===== config.mk =====
export PLATFORM = sky130hd
export DESIGN_NAME = screen_frame_ctrl
export DESIGN_NICKNAME = d
export VERILOG_FILES = /design/src/rtl/screen_frame_ctrl.sv
export SDC_FILE = /design/constraint.sdc
export NUM_CORES = 1
export LEC_CHECK = 0
export CORE_UTILIZATION = 40
export CTS_BUF_LIST = sky130_fd_sc_hd__clkbuf_4 sky130_fd_sc_hd__clkbuf_8
export CTS_CLUSTER_SIZE = 12
export DETAILED_ROUTE_END_ITERATION = 10
export GPL_ROUTABILITY_DRIVEN = 1
export PLACE_DENSITY = 0.6
export SLEW_MARGIN = 20
export SYNTH_ARGS = -nofsm -noshare
export SYNTH_HDL_FRONTEND = slang
export SYNTH_SLANG_ARGS = --single-unit

===== constraint.sdc =====
create_clock -name clk -period 3.7 [get_ports clk]
set_clock_uncertainty 0.15 [all_clocks]
set_input_delay 0.925 -clock clk [delete_from_list [all_inputs] [get_ports clk]]
set_output_delay 0.925 -clock clk [all_outputs]
set_load 0.02 [all_outputs]

===== src/rtl/screen_frame_ctrl.sv =====
// screen_frame_ctrl: sequences 5A A5 LEN CMD payload SUM frames into a byte UART transmitter and generates its baud enable
module screen_frame_ctrl #(
  parameter int CLK_DIV   = 868,
  parameter int FLASH_CYC = 2,
  parameter int TO_CYC    = 16,
  parameter int SUM_EN    = 1
) (
  input  logic       clk,
  input  logic       rst,
  input  logic       wr_en,
  input  logic [3:0] wr_addr,
  input  logic [7:0] wr_data,
  input  logic [7:0] cmd,
  input  logic [4:0] pay_len,
  input  logic       start,
  output logic       busy,
  output logic       done,
  output logic       err,
  output logic       bps_en,
  output logic [7:0] tx_data,
  output logic       tx_flash,
  input  logic       tx_finish
);
  localparam int CW = $clog2(CLK_DIV);
  localparam int FW = $clog2(FLASH_CYC + 1);
  localparam int TW = $clog2(TO_CYC + 1);
  typedef enum logic [2:0] {IDLE, LOAD, FLASH, WAIT_BUSY, WAIT_DONE, NEXT} state_t;
  state_t state, state_n;
  logic [CW-1:0] bcnt;
  logic [FW-1:0] fcnt;
  logic [TW-1:0] tcnt;
  logic [7:0] mem [16];
  logic [7:0] cmd_r, sum, cur, len_byte;
  logic [4:0] len_r, idx, last_idx;
  logic last, timeout;
  assign last_idx = len_r + 5'(3 + SUM_EN);
  assign last = idx == last_idx;
  assign len_byte = 8'(len_r) + 8'(1 + SUM_EN);
  assign timeout = tx_finish && tcnt >= TW'(TO_CYC - 1);
  always_comb
    cur = idx == 5'd0 ? 8'h5A :
          idx == 5'd1 ? 8'hA5 :
          idx == 5'd2 ? len_byte :
          idx == 5'd3 ? cmd_r :
          idx < len_r + 5'd4 ? mem[4'(idx - 5'd4)] : sum;
  always_comb begin
    state_n = state;
    case (state)
      IDLE:      state_n = start ? LOAD : IDLE;
      LOAD:      state_n = FLASH;
      FLASH:     state_n = fcnt == FW'(FLASH_CYC - 1) ? WAIT_BUSY : FLASH;
      WAIT_BUSY: state_n = !tx_finish ? WAIT_DONE : timeout ? IDLE : WAIT_BUSY;
      WAIT_DONE: state_n = tx_finish ? NEXT : WAIT_DONE;
      NEXT:      state_n = last ? IDLE : LOAD;
      default:   state_n = IDLE;
    endcase
  end
  // buffer is deliberately not reset; it is frozen while a frame is in flight
  always_ff @(posedge clk)
    if (wr_en && !busy) mem[wr_addr] <= wr_data;
  always_ff @(posedge clk or posedge rst)
    if (rst) begin
      state    <= IDLE;
      bcnt     <= '0;
      bps_en   <= 1'b0;
      busy     <= 1'b0;
      done     <= 1'b0;
      err      <= 1'b0;
      tx_flash <= 1'b0;
      tx_data  <= 8'h00;
      fcnt     <= '0;
      tcnt     <= '0;
      idx      <= '0;
      sum      <= '0;
      cmd_r    <= '0;
      len_r    <= '0;
    end else begin
      state    <= state_n;
      bcnt     <= bcnt == CW'(CLK_DIV - 1) ? '0 : bcnt + 1'b1;
      bps_en   <= bcnt < CW'(CLK_DIV / 2);
      busy     <= state_n != IDLE;
      tx_flash <= state_n == FLASH;
      done     <= state == NEXT && last;
      err      <= state == WAIT_BUSY && timeout;
      if (state == IDLE && start) begin
        cmd_r <= cmd;
        len_r <= pay_len > 5'd16 ? 5'd16 : pay_len;
        idx   <= '0;
        sum   <= '0;
      end
      if (state == LOAD) begin
        tx_data <= cur;
        fcnt    <= '0;
        tcnt    <= '0;
        if (idx >= 5'd3 && idx < len_r + 5'd4) sum <= sum + cur;
      end
      if (state == FLASH) fcnt <= fcnt + 1'b1;
      // timeout window is measured from the tx_flash rise, so it spans FLASH too
      if (state == FLASH || state == WAIT_BUSY) tcnt <= tcnt + 1'b1;
      if (state == NEXT) idx <= idx + 1'b1;
    end
endmodule


# Word-level counts from Yosys, hierarchy flattened
# Memories as Yosys holds them, arrays and structs flattened.
# Index checks and enable logic that the tools add are counted.
# totals
n_memories	1
ram_bits	128
in_bits	30
ff_bits	59
# memory_table
memory	words	width	rd	rd_clocked_by_memory_dff	wr	line	source
mem	16	8	1	0	1	32	logic [7:0] mem [16];
# classes
magnitude_cmp	5
n_reduce_logical	14
eq_ne	12
n_mux	25
addsub	8
# op_table
cell	count
$mux 8	8
$mux 5	5
$pmux 3 s6	1
$add 10x1->10 const B	1
$add 5x1->5 const B	2
$eq 10x10->1 const B	1
$eq 5x2->1 const B	2
$lt 10x9->1 const B	1
$mux 10	1
$eq 3x2->1 const B	3
$add 8x8->8	1
$add 5x2->6 const B	1
$eq 3x3->1 const B	2
$logic_and 1x1->1	6
$mux 1	6
$mux 2	3
$reduce_bool 2->1	3
$add 5x3->5 const B	1
$eq 5x1->1 const B	1
$eq 5x5->1	1
$ge 5x2->1 const B	1
$ge 5x4->1 const B	1
$gt 5x5->1 const B	1
$logic_not 5->1	1
10 further kinds	10

# Logic depth before layout (Yosys ltp)
# Gate-level depths: netlist of the first run.
# depth
depth_word	10
depth_mapped	19
mapped_depth_nobuf	17

# Worst setup path before layout of the first run
# No wires, ideal clock.
# synth_timing
path_type	register -> register
start	register idx[0]
end	register sum[7]
stages_incl_launch_ff	20
arrival_ps	3737
n_path_buf	2
slack_ps	-283
cell_sequence	dfrtp_1 -> buf_6 -> buf_2 -> inv_1 -> ha_1 -> nor2b_1 -> o211a_1 -> o31ai_1 -> nand2_1 -> a31oi_1 -> a221o_1 -> nand2_1 -> ha_1 -> a21o_1 -> a21oi_1 -> o21ai_0 -> o41ai_1 -> and4b_1 -> o21bai_1 -> o31ai_1
# synth_between
elab_chain_cells	10
elab_cells_between_ends	17
# synth_rtl
item	line	source
from (decl)	34	logic [4:0] len_r, idx, last_idx;
from (signal assigned)	100	if (state == NEXT) idx <= idx + 1'b1;
$sub 4x3->4	45	idx < len_r + 5'd4 ? mem[4'(idx - 5'd4)] : sum;
$mem_v2 16x8	--	
$mux 8	45	
$mux 8	44	idx == 5'd3 ? cmd_r :
$mux 8	43	idx == 5'd2 ? len_byte :
$mux 8	42	idx == 5'd1 ? 8'hA5 :
$mux 8 *	41	cur = idx == 5'd0 ? 8'h5A :
via cur[1]	33	logic [7:0] cmd_r, sum, cur, len_byte;
$add 8x8->8 *	95	if (idx >= 5'd3 && idx < len_r + 5'd4) sum <= sum + cur;
$mux 8 *	95	
$mux 8 *	91	if (state == LOAD) begin
to (signal assigned)	95	
to (decl)	33	
# Mark *: on every way through the listed nets, which the timed path passes. The rest lies on a longest branch.
# A chain may end at the register's enable or synchronous reset.

# Final worst setup path of the first run
# Same ends and word-level chain as after synthesis.

==> impl_results.md, run 1 <==
* Routed length per instance at 19.8 um
* Buffers on Ports at 42
* Slew HR at slightly below 60%
* Total CTS buffers at 17
* RR Endpoint: sum[7]$_DFF_PP0_
* Yosys warnings at 0
* Fraction of registers with async set/reset at a little under a third
* Leak Pwr at 3.65 nW
* Worst Path Max Fanout at 5
* Worst path top cell family by delay: multiplexers
* Final ANT Viol Nets at 0
* Synthesized area at 8300 sq um
* Non-Filler Instances at ~950
* CTS Root Cell: clkbuf_8
* Placer Congestion at roughly 0.93
* Post-layout nets at 718
* Antenna violations before repair at 0
* Part of the cycle the worst path needs at between 90% and 100%
* Crit. End Element: flop
* Worst-margin pin slew at approximately 0.61 ns
* Clock Sinks at around 190
* Max_cap viols at 0
* Remaining DRCs at 0
* Hold Crit Depth at 1
* Stages on the worst setup path at 14
* Max-slew violations at 0
* Number of top-level pins at 43
* Share of cells above drive strength 1 at approximately a quarter
* Detailed placement HPWL at 12400 um
* Slowest cell on the critical path: mux4_1
* Cell variety after synth at 56
* Via count at 5128
* Critical path class: reg2reg
* Post-synth top area share at 46.3%
* Vias per cell at ~5.4
* Main synth FF type: edfxtp_1
* Clk pin slew, worst setup/hold paths at around 0.10 ns
* Required time worst endpoint at approximately 3.9 ns
* Die width at 146 um
* Hold WC Path Type: reg2reg
* Unrepaired setup endpoints after global routing: true
* # diodes at 0
* Setup crit start kind: flop
* Synth top area cells: edfxtp_1 46%, dfrtp_1 18%, mux4_2 9.5%, ha_1 3.6%, o21ai_0 1.9%
* Starting Density at about two fifths
* Final WL at between 15000 and 20000 um
* Crit-path cells: buf_12 > buf_6 > mux4_1 > mux4_2 > nand4_1 > a221o_1 > nand2_1 > ha_4 > nand2_1 > o21ai_2 > o41ai_2 > and4b_1 > o21bai_1 > o31ai_1
* EDFF count, synth at 128
* Mapped Nets at 613
* Mean cell area of the mapped netlist at about 15 sq um
* Gr usage total at 18.5%
* Setup WS post-layout at ~0.013 ns
* Setup crit end: sum[7]$_DFF_PP0_
* Worst R2R Path Depth at 14
* Final count of hold timing violations at 0
* First-pass GRT wire length at approximately 29000 um
* Rows at between 50 and 60
* Min Tclk post-route at 3.69 ns
* Worst EP arrival at 3.92 ns
* Initial DRC Count at 280
* DIE HEIGHT at 146 um
* Register area share after synthesis at about 64%
* Vias in the first global route at roughly 5400
* Layout area overhead at 21.6%
* Maximum VDD drop at roughly 0.00024 V
* Clk_lat worst skew at roughly 0.47 ns
* Register-to-register setup slack at approximately 0.013 ns
* Aggregate global routing overflow at 0
* Tot Pwr at just over 6 mW
* Placed Cells at a little over 900
* Max frequency at roughly 270 MHz
* Cell mode on critical path: nand2_1
* Die area at roughly 21000 sq um
* CTS tree: yes
* H-tree levels at 4
* Layout Utilization at between 40% and 50%
* Synth top cells by count: 128 x edfxtp_1, 59 x dfrtp_1, 37 x nor2_1
* Synth Register Bits at around 190
* Buf/Inv on CP at 2
* Max Buffers Root-to-Sink at 2
* Worst R2R Start: idx[0]$_DFFE_PP0P_
* Synth area leader: edfxtp_1
* Pin count of the biggest net entering global routing at 33
* First drt pass iteration count at 5
* Final setup viols at 0
* Crit. Startpoint: idx[0]$_DFFE_PP0P_
* Place WS at -0.108 ns
* Status: completed
* Cells after Synth at 558
* CP max stage delay at between 0.5 and 0.6 ns
* Most frequent cell after synthesis: edfxtp_1
* Cell Pwr Density at around 610 nW/um^2
* Core Area at 20300 sq um
==> worst register-to-register path, cell delays in order (launching register included) <==
cell	delay, ns
dfrtp_2	0.49
buf_12	0.16
buf_6	0.13
mux4_1	0.55
mux4_2	0.53
nand4_1	0.13
a221o_1	0.20
nand2_1	0.11
ha_4	0.24
nand2_1	0.08
o21ai_2	0.07
o41ai_2	0.34
and4b_1	0.27
o21bai_1	0.07
o31ai_1	0.07
==> layer usage <==
metal	wire, um	global-route usage, %	share of wire, %
met3	916	4.81	4.9
met4	516	8.59	2.8
met1	8030	22.9	43
met5	0	0	0
met2	9270	30.5	49
==> layout make-up <==
type,count,area [sq um]
Sequential cell,187,5320
Timing Repair Buffer,106,988
Clock buffer,17,234
Inverter,18,67.6
Multi-Input combinational cell,333,2970
Tap cell,270,338
Clock inverter,15,181
Fill cell,1730,10200
==> worst min path at each step <==
stage	slack, ns	end	from
2_1_floorplan	0.29	bps_en$_DFF_PP0_	bcnt[9]$_DFF_PP0_
3_3_place_gp	0.32	tx_data[7]$_DFFE_PP0P_	tx_data[7]$_DFFE_PP0P_
3_5_place_dp	0.32	bps_en$_DFF_PP0_	bcnt[9]$_DFF_PP0_
4_1_cts	0.34	bps_en$_DFF_PP0_	bcnt[9]$_DFF_PP0_
5_1_grt	0.36	bps_en$_DFF_PP0_	bcnt[9]$_DFF_PP0_
6_report	0.34	bps_en$_DFF_PP0_	bcnt[9]$_DFF_PP0_
==> metrics by stage <==
stage	hold WS, ns	setup TNS (ns)	area, sq um
2_1_floorplan	0.287	0	8330
3_5_place_dp	0.315	-0.139	9430
6_report	0.338	0	10100
3_3_place_gp	0.320	-0.0322	9430
5_1_grt	0.364	-0.227	10100
4_1_cts	0.344	0	9880
==> sequential cells by signal, indices dropped and copies added, names as in the netlist <==
name and count:
tcnt 5, fcnt 2, len_r 5, cmd_r 8, bps_en 1, bcnt 10
done 1, sum 8, idx 5, tx_data 8, state 3, tx_flash 1
mem 128, busy 1, err 1
==> cell usage in the layout (no fill, tap or decap), types with 9 or more instances in the layout <==
master / instances
edfxtp_1: 128
dfrtp_1: 58
buf_4: 56
clkdlybuf4s50_1: 42
nor2_1: 37
mux4_2: 35
nand2_1: 33
o21ai_0: 29
ha_1: 18
clkbuf_8: 17
a21oi_1: 16
inv_1: 16
nand3_1: 16
nand2b_1: 11
mux2_2: 11
nand4_1: 9
==> where the power goes <==
part           internal (mW)  total, mW  leakage (nW)  switching, mW
Combinational           1.13       2.13          1.56           1.00
Clock                  0.624       1.41         0.200          0.788
Sequential              2.44       2.65          1.89          0.204
Total                   4.20       6.19          3.65           1.99
==> kinds of logic after synthesis <==
| kind of cell | share of synthesized area [%] |
|---|---|
| flops | 64.1 |
| simple gates | 8.68 |
| compound gates | 6.92 |
| mux | 12.9 |
| buf+inv | 2.05 |
| fa+ha+maj | 3.86 |
| xor+xnor | 1.58 |
==> what timing repair did <==
action / 4_1_cts / 5_1_grt
hold buffers: 0 / 0
cloned: 0 / 2
endpoints found under the setup margin: 2 / 3
setup buffers: 0 / 7
gates resized for setup: 7 / 19
pin swaps: 2 / 14
endpoints found under the hold margin: 0 / 0
Power figures use the tool's default switching activity.
==> run 2, diff against run 1 <==
Settings changed: CTS_BUF_LIST sky130_fd_sc_hd__clkbuf_4 sky130_fd_sc_hd__clkbuf_8 to not set.
==> run 2 against run 1 <==
First-iteration DRC count is 10% higher. Cell count stayed put. Sequential share of layout area fell by 1.1 points. Maximum frequency grew 0.27%. Register-to-register slack about the same. Count of clock-buffer cells in the layout stayed put. Critical endpoint unchanged. Largest cell class unchanged.
==> impl_results.md, run 2 (same netlist as run 1, synthesis figures left out) <==
* Initial DRC Count at 309
* Most common cell after layout, fill and taps aside: edfxtp_1
* Total CTS buffers at 17
* Min Tclk post-route at around 3.7 ns
* First drt pass iteration count at 5
* Status: completed
* Setup crit start kind: flop
* First-pass GRT wire length at a little under 30000 um
* Antenna violations before repair at 0
* Die area at approximately 21000 sq um
* Leak Pwr at 3.74 nW
* Routed length per instance at 20.0 um
* Hold_buf cts at 0
* Most frequent cells in the layout: 128 x edfxtp_1, 58 x dfrtp_1, 56 x buf_4
* CTS tree: yes
* Aggregate global routing overflow at 0
* Remaining DRCs at 0
* Core Area at between 20000 and 25000 sq um
* Slew HR at between 50% and 60%
* Clock Sinks at roughly 190
* Worst R2R Start: idx[0]$_DFFE_PP0P_
* Hold Path End: bps_en$_DFF_PP0_
* DIE HEIGHT at approximately 150 um
* Pin count of the biggest net entering global routing at 33
* Max FFs per register at between 100 and 150
* Final WL at 18900 um
* Die width at around 150 um
* Number of top-level pins at 43
* Part of the cycle the worst path needs at 99.4%
* Worst hold slack at roughly 0.33 ns
* Vias in the first global route at 5419
* Placed Area at 9430 sq um
* Max frequency at 272 MHz
* Post-layout nets at just over 700
* Buffers on Ports at 42
* Share of cells above drive strength 1 at approximately 25%
* Max_cap viols at 0
* Maximum VDD drop at 0.000301 V
* Worst Path Max Fanout at 5
* Final setup viols at 0
* Via count at 5145
* Placer Congestion at about 0.93
* Rows at 52
* Vias per cell at approximately 5.4
* Max Buffers Root-to-Sink at 2
* Worst EP arrival at around 3.9 ns
* Gr usage total at a little under a fifth
* Critical path class: reg2reg
* CP max stage delay at approximately 0.55 ns
* RR Endpoint: sum[7]$_DFF_PP0_
* Register-to-register setup slack at about 0.023 ns
* Crit-path cells: buf_12 > buf_6 > mux4_1 > mux4_2 > nand4_1 > a221o_1 > nand2_1 > ha_4 > nand2_1 > o21ai_2 > o41ai_2 > and4b_1 > o21bai_1 > o31ai_1
* Final count of hold timing violations at 0
* Layout area overhead at 24.2%
* Cell Pwr Density at about 650 nW/um^2
* Cell mode on critical path: nand2_1
* Crit. End Element: flop
* Hold path start: bcnt[9]$_DFF_PP0_
* Detailed placement HPWL at roughly 12000 um
* Clk pin slew, worst setup/hold paths at around 0.070 ns
* Clk_lat worst skew at around 0.43 ns
* CTS Root Cell: clkbuf_16
* H-tree levels at 4
* Hold Crit Depth at 1
* Biggest regs: mem x128, bcnt x10
* Hold WC Path Type: reg2reg
* Worst-margin pin slew at between 0.6 and 0.7 ns
* Required time worst endpoint at approximately 4 ns
* Max-slew violations at 0
* Starting Density at approximately two fifths
* Unrepaired setup endpoints after global routing: true
* Post-Layout Inst Area at 10300 sq um
* # diodes at 0
* Largest Register: mem
* Slowest cell on the critical path: mux4_1
* Final ANT Viol Nets at 0
* Worst R2R Path Depth at 14
## run 2: changes by cell type in the layout (fill, tap and decap cells not counted)
cell       before  now
nor3_1          8    7
nor4_2          0    1
clkbuf_8       17    0
nor4_1          2    1
nor3_2          2    3
ha_4            5    6
clkbuf_16       2   19
ha_1           18   17
## run 2: metal layers
metal | wire length [um] | global-route usage [%]
met1 | 8000 | 22.9
met2 | 9390 | 31.1
met3 | 969 | 5.06
met4 | 535 | 8.02
met5 | 0 | 0
## run 2: critical path: cells and delay by family (launching register included)
kind	cells	cell delay (ns)
flops	1	0.48
fa+ha+maj	1	0.24
buf+inv	2	0.29
simple gates	4	0.59
compound gates	5	0.74
mux	2	1.09
## run 2: stage by stage
step	util (%)	setup WS, ns	power [mW]	cells	setup TNS [ns]
finish	50.8	0.0228	6.66	946	0
global route	50.8	-0.115	7.01	946	-0.218
CTS	49.6	0.000631	6.45	937	0
detailed placement	46.5	-0.108	4.56	905	-0.139
global placement	46.5	-0.0322	4.51	905	-0.0322
floorplan	-	0.00515	3.86	558	0
## run 2: repair_timing
action,in CTS,in global routing
setup endpoints to repair,2,4
pin swaps,2,16
gates resized for setup,6,24
setup buffers,0,7
gates cloned,0,2
## run 2: how the worst max path moves through the flow
stage                              start                to  slack, ns  depth (start not counted)
floorplan             idx[0]$_DFFE_PP0P_  sum[6]$_DFF_PP0_      0.005                         15
global placement      idx[0]$_DFFE_PP0P_  sum[7]$_DFF_PP0_      -0.03                         14
detailed placement  len_r[2]$_DFFE_PP0P_  sum[7]$_DFF_PP0_      -0.11                         17
CTS                 len_r[2]$_DFFE_PP0P_  sum[6]$_DFF_PP0_     0.0006                         16
global route          idx[0]$_DFFE_PP0P_  sum[7]$_DFF_PP0_      -0.11                         14
finish                idx[0]$_DFFE_PP0P_  sum[7]$_DFF_PP0_       0.02                         14
## run 2: area by class of cell
type,instances,area [sq um]
flip-flops and latches,187,5320
fillers,1711,9980
clock buffers,17,425
repair buffers,106,988
inverters,18,67.6
multi-input cells,333,2990
clock inverters,15,181
well taps,270,338
## run 2: report_power, final
part	total [mW]	switching [mW]	internal, mW
clock network	1.86	0.840	1.02
registers	2.65	0.201	2.45
logic	2.15	1.01	1.14
total	6.66	2.05	4.61
==> run 3, diff against run 2 <==
Settings changed: CORE_UTILIZATION 40 to 54, PLACE_DENSITY 0.6 to 0.77.
==> run 3 against run 2 <==
The run now ends with negative setup slack left. Non-clock buffer count decreased by 6. Via count increased by 1.4%. Sequential power about the same. Wire length decreased by 5.1%. Critical endpoint unchanged. First-iteration DRC count increased by 75%. Critical path depth decreased by 1. Cell count decreased by 9.8%. Combinational power decreased by 6%. Critical path type unchanged. Setup slack got worse by 0.082 ns. Count of clock-buffer cells in the layout increased by 1. Clock power decreased by 9%. Total power decreased by 4.6%.
==> impl_results.md, run 3 (same netlist as run 1, synthesis figures left out) <==
* Post-layout nets at approximately 710
* CTS Root Cell: clkbuf_16
* Remaining DRCs at 0
* Placed Cells at 818
* Rows at 44
* Detailed placement HPWL at roughly 12000 um
* Layout area overhead at 20.3%
* Starting Density at ~56%
* Slew HR at between 40 and 50%
* CTS tree: yes
* Critical path class: reg2reg
* # diodes at 0
* Sw Share at about a third
* Max_cap viols at 0
* Placer Congestion at 0.913
* CP max stage delay at just over 0.6 ns
* Clk pin slew, worst setup/hold paths at roughly 0.070 ns
* Sequential Power Share at 41.5%
* Max FFs per register at ~130
* Non-Filler Instances at between 800 and 900
* Number of top-level pins at between 40 and 50
* Final setup viols at 2
* Worst Path Max Fanout at 12
* Place WS at -0.103 ns
* Clock Sinks at between 150 and 200
* Maximum VDD drop at between 0.0003 and 0.0004 V
* Final ANT Viol Nets at 0
* Max frequency at 266 MHz
* Core Area at between 10000 and 15000 sq um
* Max Buffers Root-to-Sink at 2
* Cell Pwr Density at ~640 nW/um^2
* Slowest cell on the critical path: mux4_1
* Initial DRC Count at between 500 and 600
* Aggregate global routing overflow at 0
* Most common cell after layout, fill and taps aside: edfxtp_1
* Largest Register: mem
* Share of cells above drive strength 1 at between 20% and 30%
* Combinational fraction of design power at a little under a third
* Gr usage total at between 20% and 30%
* Vias in the first global route at 5417
* DIE HEIGHT at 126 um
* Crit-path cells: buf_12 > buf_6 > mux4_1 > mux4_2 > mux2i_1 > o22ai_1 > ha_1 > nor2_1 > nor2_1 > o41ai_2 > a211oi_1 > o21bai_1 > o31ai_1
* Status: finished with violations
* Worst hold slack at roughly 0.33 ns
* Hold WC Path Type: reg2reg
* Total CTS buffers at 17
* Violated checks: negative setup slack
* Worst-margin pin slew at slightly below 0.8 ns
* Clk_lat worst skew at approximately 0.43 ns
* Buffers on Ports at between 40 and 50
* Min Tclk post-route at about 3.8 ns
* Final count of hold timing violations at 0
* Clock Power Share at a little over a quarter
* Setup crit start kind: flop
* Die width at ~130 um
* Setup WS post-layout at -0.0593 ns
* Biggest regs: mem x128, bcnt x10
* Max-slew violations at 0
* Die area at ~16000 sq um
* Required time worst endpoint at just under 4 ns
* Most frequent cells in the layout: 128 x edfxtp_1, 58 x dfrtp_1, 53 x buf_4
* Part of the cycle the worst path needs at 102%
* Worst EP arrival at approximately 4 ns
* Unrepaired setup endpoints after global routing: true
* Antenna violations before repair at 1
* Leak Pwr at 3.66 nW
* Tot Pwr at between 6 and 7 mW
* Routed length per instance at 21.0 um
* P_sw at roughly 2.0 mW
* H-tree levels at 4
* First-pass GRT wire length at between 20000 and 30000 um
* First drt pass iteration count at 5
* Cell mode on critical path: nor2_1
* Pin count of the biggest net entering global routing at 60
* Int Pwr at approximately 4.4 mW
* Via count at 5217
* Vias per cell at between 6 and 7
* Final WL at around 18000 um
* Crit. End Element: flop
==> run 3: changes by cell type in the layout (fill, tap and decap cells not counted), sizes merged <==
cell / before / now
bufinv: 2 / 0
clkinv: 5 / 6
clkbuf: 19 / 18
inv: 23 / 22
buf: 62 / 58
==> run 3: worst paths after layout <==
check | cells past startpoint | slack [ns] | startpoint | endpoint
min | 1 | 0.33 | bcnt[7]$_DFF_PP0_ | bps_en$_DFF_PP0_
min reg2reg | 1 | 0.33 | bcnt[7]$_DFF_PP0_ | bps_en$_DFF_PP0_
max | 13 | -0.06 | idx[0]$_DFFE_PP0P_ | sum[7]$_DFF_PP0_
max reg2reg | 13 | -0.06 | idx[0]$_DFFE_PP0P_ | sum[7]$_DFF_PP0_
max in group asynchronous | 3 | 2.00 | rst | idx[0]$_DFFE_PP0P_
min in group asynchronous | 3 | 0.88 | rst | bps_en$_DFF_PP0_
==> run 3: power groups by stage <==
stage	clock network [mW]	logic (mW)	registers [mW]
2_1_floorplan	0	1.20	2.65
3_3_place_gp	0	1.82	2.66
3_5_place_dp	0	1.88	2.67
4_1_cts	1.70	1.92	2.63
5_1_grt	1.79	2.21	2.66
6_report	1.69	2.03	2.64
==> run 3: what timing repair did <==
item,4_1_cts,5_1_grt
hold buffers,0,0
endpoints found under the setup margin,2,4
gates resized for setup,5,17
pin swaps,4,17
setup buffers,0,4
==> run 3: worst max-delay path: cells and delay by family, from the launching register on <==
kind	cells	cell delay (ns)
AO/OA/AOI/OAI	5	0.82
buffers and inverters	2	0.33
multiplexers	3	1.35
adder cells (fa/ha/maj)	1	0.36
flip-flops	1	0.43
AND/OR/NAND/NOR	2	0.20
==> run 3: area by class of cell <==
| class | count | area, sq um |
|---|---|---|
| flip-flops and latches | 187 | 5320 |
| inverters | 18 | 67.6 |
| clock inverters | 13 | 115 |
| fillers | 982 | 4760 |
| multi-input cells | 333 | 2930 |
| clock buffers | 18 | 429 |
| repair buffers | 100 | 901 |
| well taps | 184 | 230 |
==> run 3: through the flow <==
step	utilization (%)	TNS, ns	area, sq um
2_1_floorplan	-	0	8330
3_3_place_gp	63.1	0	9320
3_5_place_dp	63.1	-0.202	9320
4_1_cts	67.0	0	9890
5_1_grt	67.7	-0.347	9990
6_report	67.7	-0.0614	9990
==> run 3: metal layers <==
layer	track usage [%]	part of all wire, %	vias up
met5	0	0.095	-
met4	8.50	2.6	2
met3	5.78	5.5	44
met2	40.3	49	205
met1	30.5	42	2617
li1	-	-	2349
==> RTL edit (settings of run 3) <==
Register the output `err` once more, with the module's reset; this adds one clock of latency there. The other outputs are not delayed to match.
--- a/src/rtl/screen_frame_ctrl.sv
+++ b/src/rtl/screen_frame_ctrl.sv
@@ -25,6 +25,8 @@
   localparam int FW = $clog2(FLASH_CYC + 1);
   localparam int TW = $clog2(TO_CYC + 1);
   typedef enum logic [2:0] {IDLE, LOAD, FLASH, WAIT_BUSY, WAIT_DONE, NEXT} state_t;
+
+  logic err_s0;
   state_t state, state_n;
   logic [CW-1:0] bcnt;
   logic [FW-1:0] fcnt;
@@ -65,7 +67,7 @@
       bps_en   <= 1'b0;
       busy     <= 1'b0;
       done     <= 1'b0;
-      err      <= 1'b0;
+      err_s0   <= 1'b0;
       tx_flash <= 1'b0;
       tx_data  <= 8'h00;
       fcnt     <= '0;
@@ -81,7 +83,7 @@
       busy     <= state_n != IDLE;
       tx_flash <= state_n == FLASH;
       done     <= state == NEXT && last;
-      err      <= state == WAIT_BUSY && timeout;
+      err_s0   <= state == WAIT_BUSY && timeout;
       if (state == IDLE && start) begin
         cmd_r <= cmd;
         len_r <= pay_len > 5'd16 ? 5'd16 : pay_len;
@@ -99,5 +101,13 @@
       if (state == FLASH || state == WAIT_BUSY) tcnt <= tcnt + 1'b1;
       if (state == NEXT) idx <= idx + 1'b1;
     end
+  always_ff @(posedge clk or posedge rst) begin
+    if (rst) begin
+      err <= '0;
+    end else begin
+      err <= err_s0;
+    end
+  end
+
 endmodule
 
Behaviour: no difference found for any inputs over 10 cycles, from zero or initial values and one cycle with rst high; that may be too few to reach the edited logic, so the function may still have changed.
==> RTL edit against run 3 <==
Maximum frequency increased by 1.1%. Sequential power about the same. Sequential cell count increased by 1. Setup slack improved by 40 ps. The run still ends with setup timing left. Routed wire length decreased by 1.9%. Synthesized area increased by 0.30%. Power increased by 2.0%. Cell area increased by 0.75%.
==> RTL edit: results (changes against run 3) <==
clock buffer depth = 2 (unchanged)
relative slew slack = 48.47% (+0.78 points)
Cells after Synth = 559 (+0.18%)
total wire length = 17590 microns (-1.9%)
vias per cell = 5.919 (-3.2%)
adder-cell share of the synthesized area = 3.846% (-0.012 points)
Root Buffer = clkbuf_16
layout cells sized above 1 = 22.93% (-0.090 points)
DP HPWL = 12190 microns (+1.5%)
global-route wire length before repair = 27930 microns (-1.5%)
post-synthesis compound-gate area fraction = 6.895% (-0.021 points)
Syn Nets = 614 (+0.16%)
Clock Latency Late Sink = 430 ps (about the same)
Worst Path Max Fanout = 5 (-7)
CP peak stage delay = 530 ps (-80 ps)
IO Port Bufs = 42 (unchanged)
cells on worst reg2reg path = 15 (+2)
Arr. time, crit path = 3910 ps (-30 ps)
Min-Delay Path Depth = 0 (-1)
vias in the first global route = 5220 (-3.6%)
Distinct cells, synth = 56 (unchanged)
multiplexer share of the synthesized area = 12.81% (-0.039 points)
worst min-delay path class = reg2reg
sequential share of the synthesized area = 64.17% (+0.11 points)
Top FF cell, synth = edfxtp_1
via count = 5114 (-2.0%)
Placed Instances = 824 (+0.73%)
Setup WS post-layout = -19.54 ps (+39.73 ps)
initial antenna violation count = 0 (-1)
CTS sink count = 188 (+0.53%)
Slowest cell on crit path = mux4_2
Placement Setup Slack = -103.9 ps (-0.4580 ps)
Top Family by Delay on Critical Path = multiplexers
largest net degree at the start of global routing = 35 (-42%)
DR pass1 iterations = 5 (unchanged)
status = finished, violations left
GRT Total Usage = 23.63% (-0.31 points)
final setup vio count = 1 (-1)
Async SR Flop Fraction = 31.91% (+0.36 points)
synth cell count leaders = edfxtp_1, dfrtp_1, nor2_1
DRT iter0 DRCs = 467 (-14%)
GPL Wtd Cong = 0.9653 (+5.7%)
failing checks = setup timing
xor/xnor share of the synthesized area = 1.577% (-0.0048 points)
Synth area leaders = edfxtp_1, dfrtp_1, mux4_2
Leak Pwr = 3.739 nW (+2.2%)
VDD IR-drop max = 728.0 uV (+83%)
htree depth = 4 (unchanged)
Clock transition at path regs = 70 ps (about the same)
nets = 718 (+0.84%)
[RTL edit: cells by family after synthesis]
group | after synthesis
DFF | 188
and+or+nand+nor | 147
xor gates and xnor gates | 15
buffers and inverters | 38
muxes | 55
AOI/OAI and AO/OA | 91
adders and majority gates | 25
[RTL edit: power by group]
group          internal [W]  switching, W  leakage [nW]
logic               0.00102      0.000958          1.53
clock network       0.00103      0.000828         0.300
registers           0.00246      0.000194          1.91
[RTL edit: final cells by class]
class	instances	area [sq um]
well taps	188	235.2
repair buffers	105	943.4
inverters	18	67.56
clock inverters	14	175.2
fillers	1009	5081
clock buffers	18	429.2
flip-flops and latches	188	5346
multi-input cells	333	2868
[RTL edit: through the flow]
step	utilization (%)	area, sq um	setup TNS, ps
after CTS	65.89	9980	0
after detailed placement	61.68	9341	-173.9
after floorplan	-	8358	0
final	66.45	10060	-19.54
after global placement	61.68	9341	-66.18
after global routing	66.45	10060	-318.0
[RTL edit: worst paths after layout]
kind                           to  slack, ps   start
min reg2reg                   err        220  err_s0
max                        sum[7]        -20  idx[0]
max in group asynchronous  sum[5]       1930     rst
max reg2reg                sum[7]        -20  idx[0]
min                           err        220  err_s0
min in group asynchronous  idx[2]        790     rst
[RTL edit: timing repair]
action | in CTS | in global routing
pin swaps | 3 | 12
setup endpoints to repair | 2 | 3
gates cloned | 0 | 1
setup buffers | 0 | 7
gates resized for setup | 8 | 4
[RTL edit: metal layers]
layer  wire [microns]  share of wire [%]  GRT usage (%)  up-vias
li1                 -                  -              -     2376
met1             7561                 43          30.93     2537
met2             8838                 50          38.06      164
met3              799                4.5          5.947       37
met4              395                2.2          9.639        0
met5                0                  0              0        -
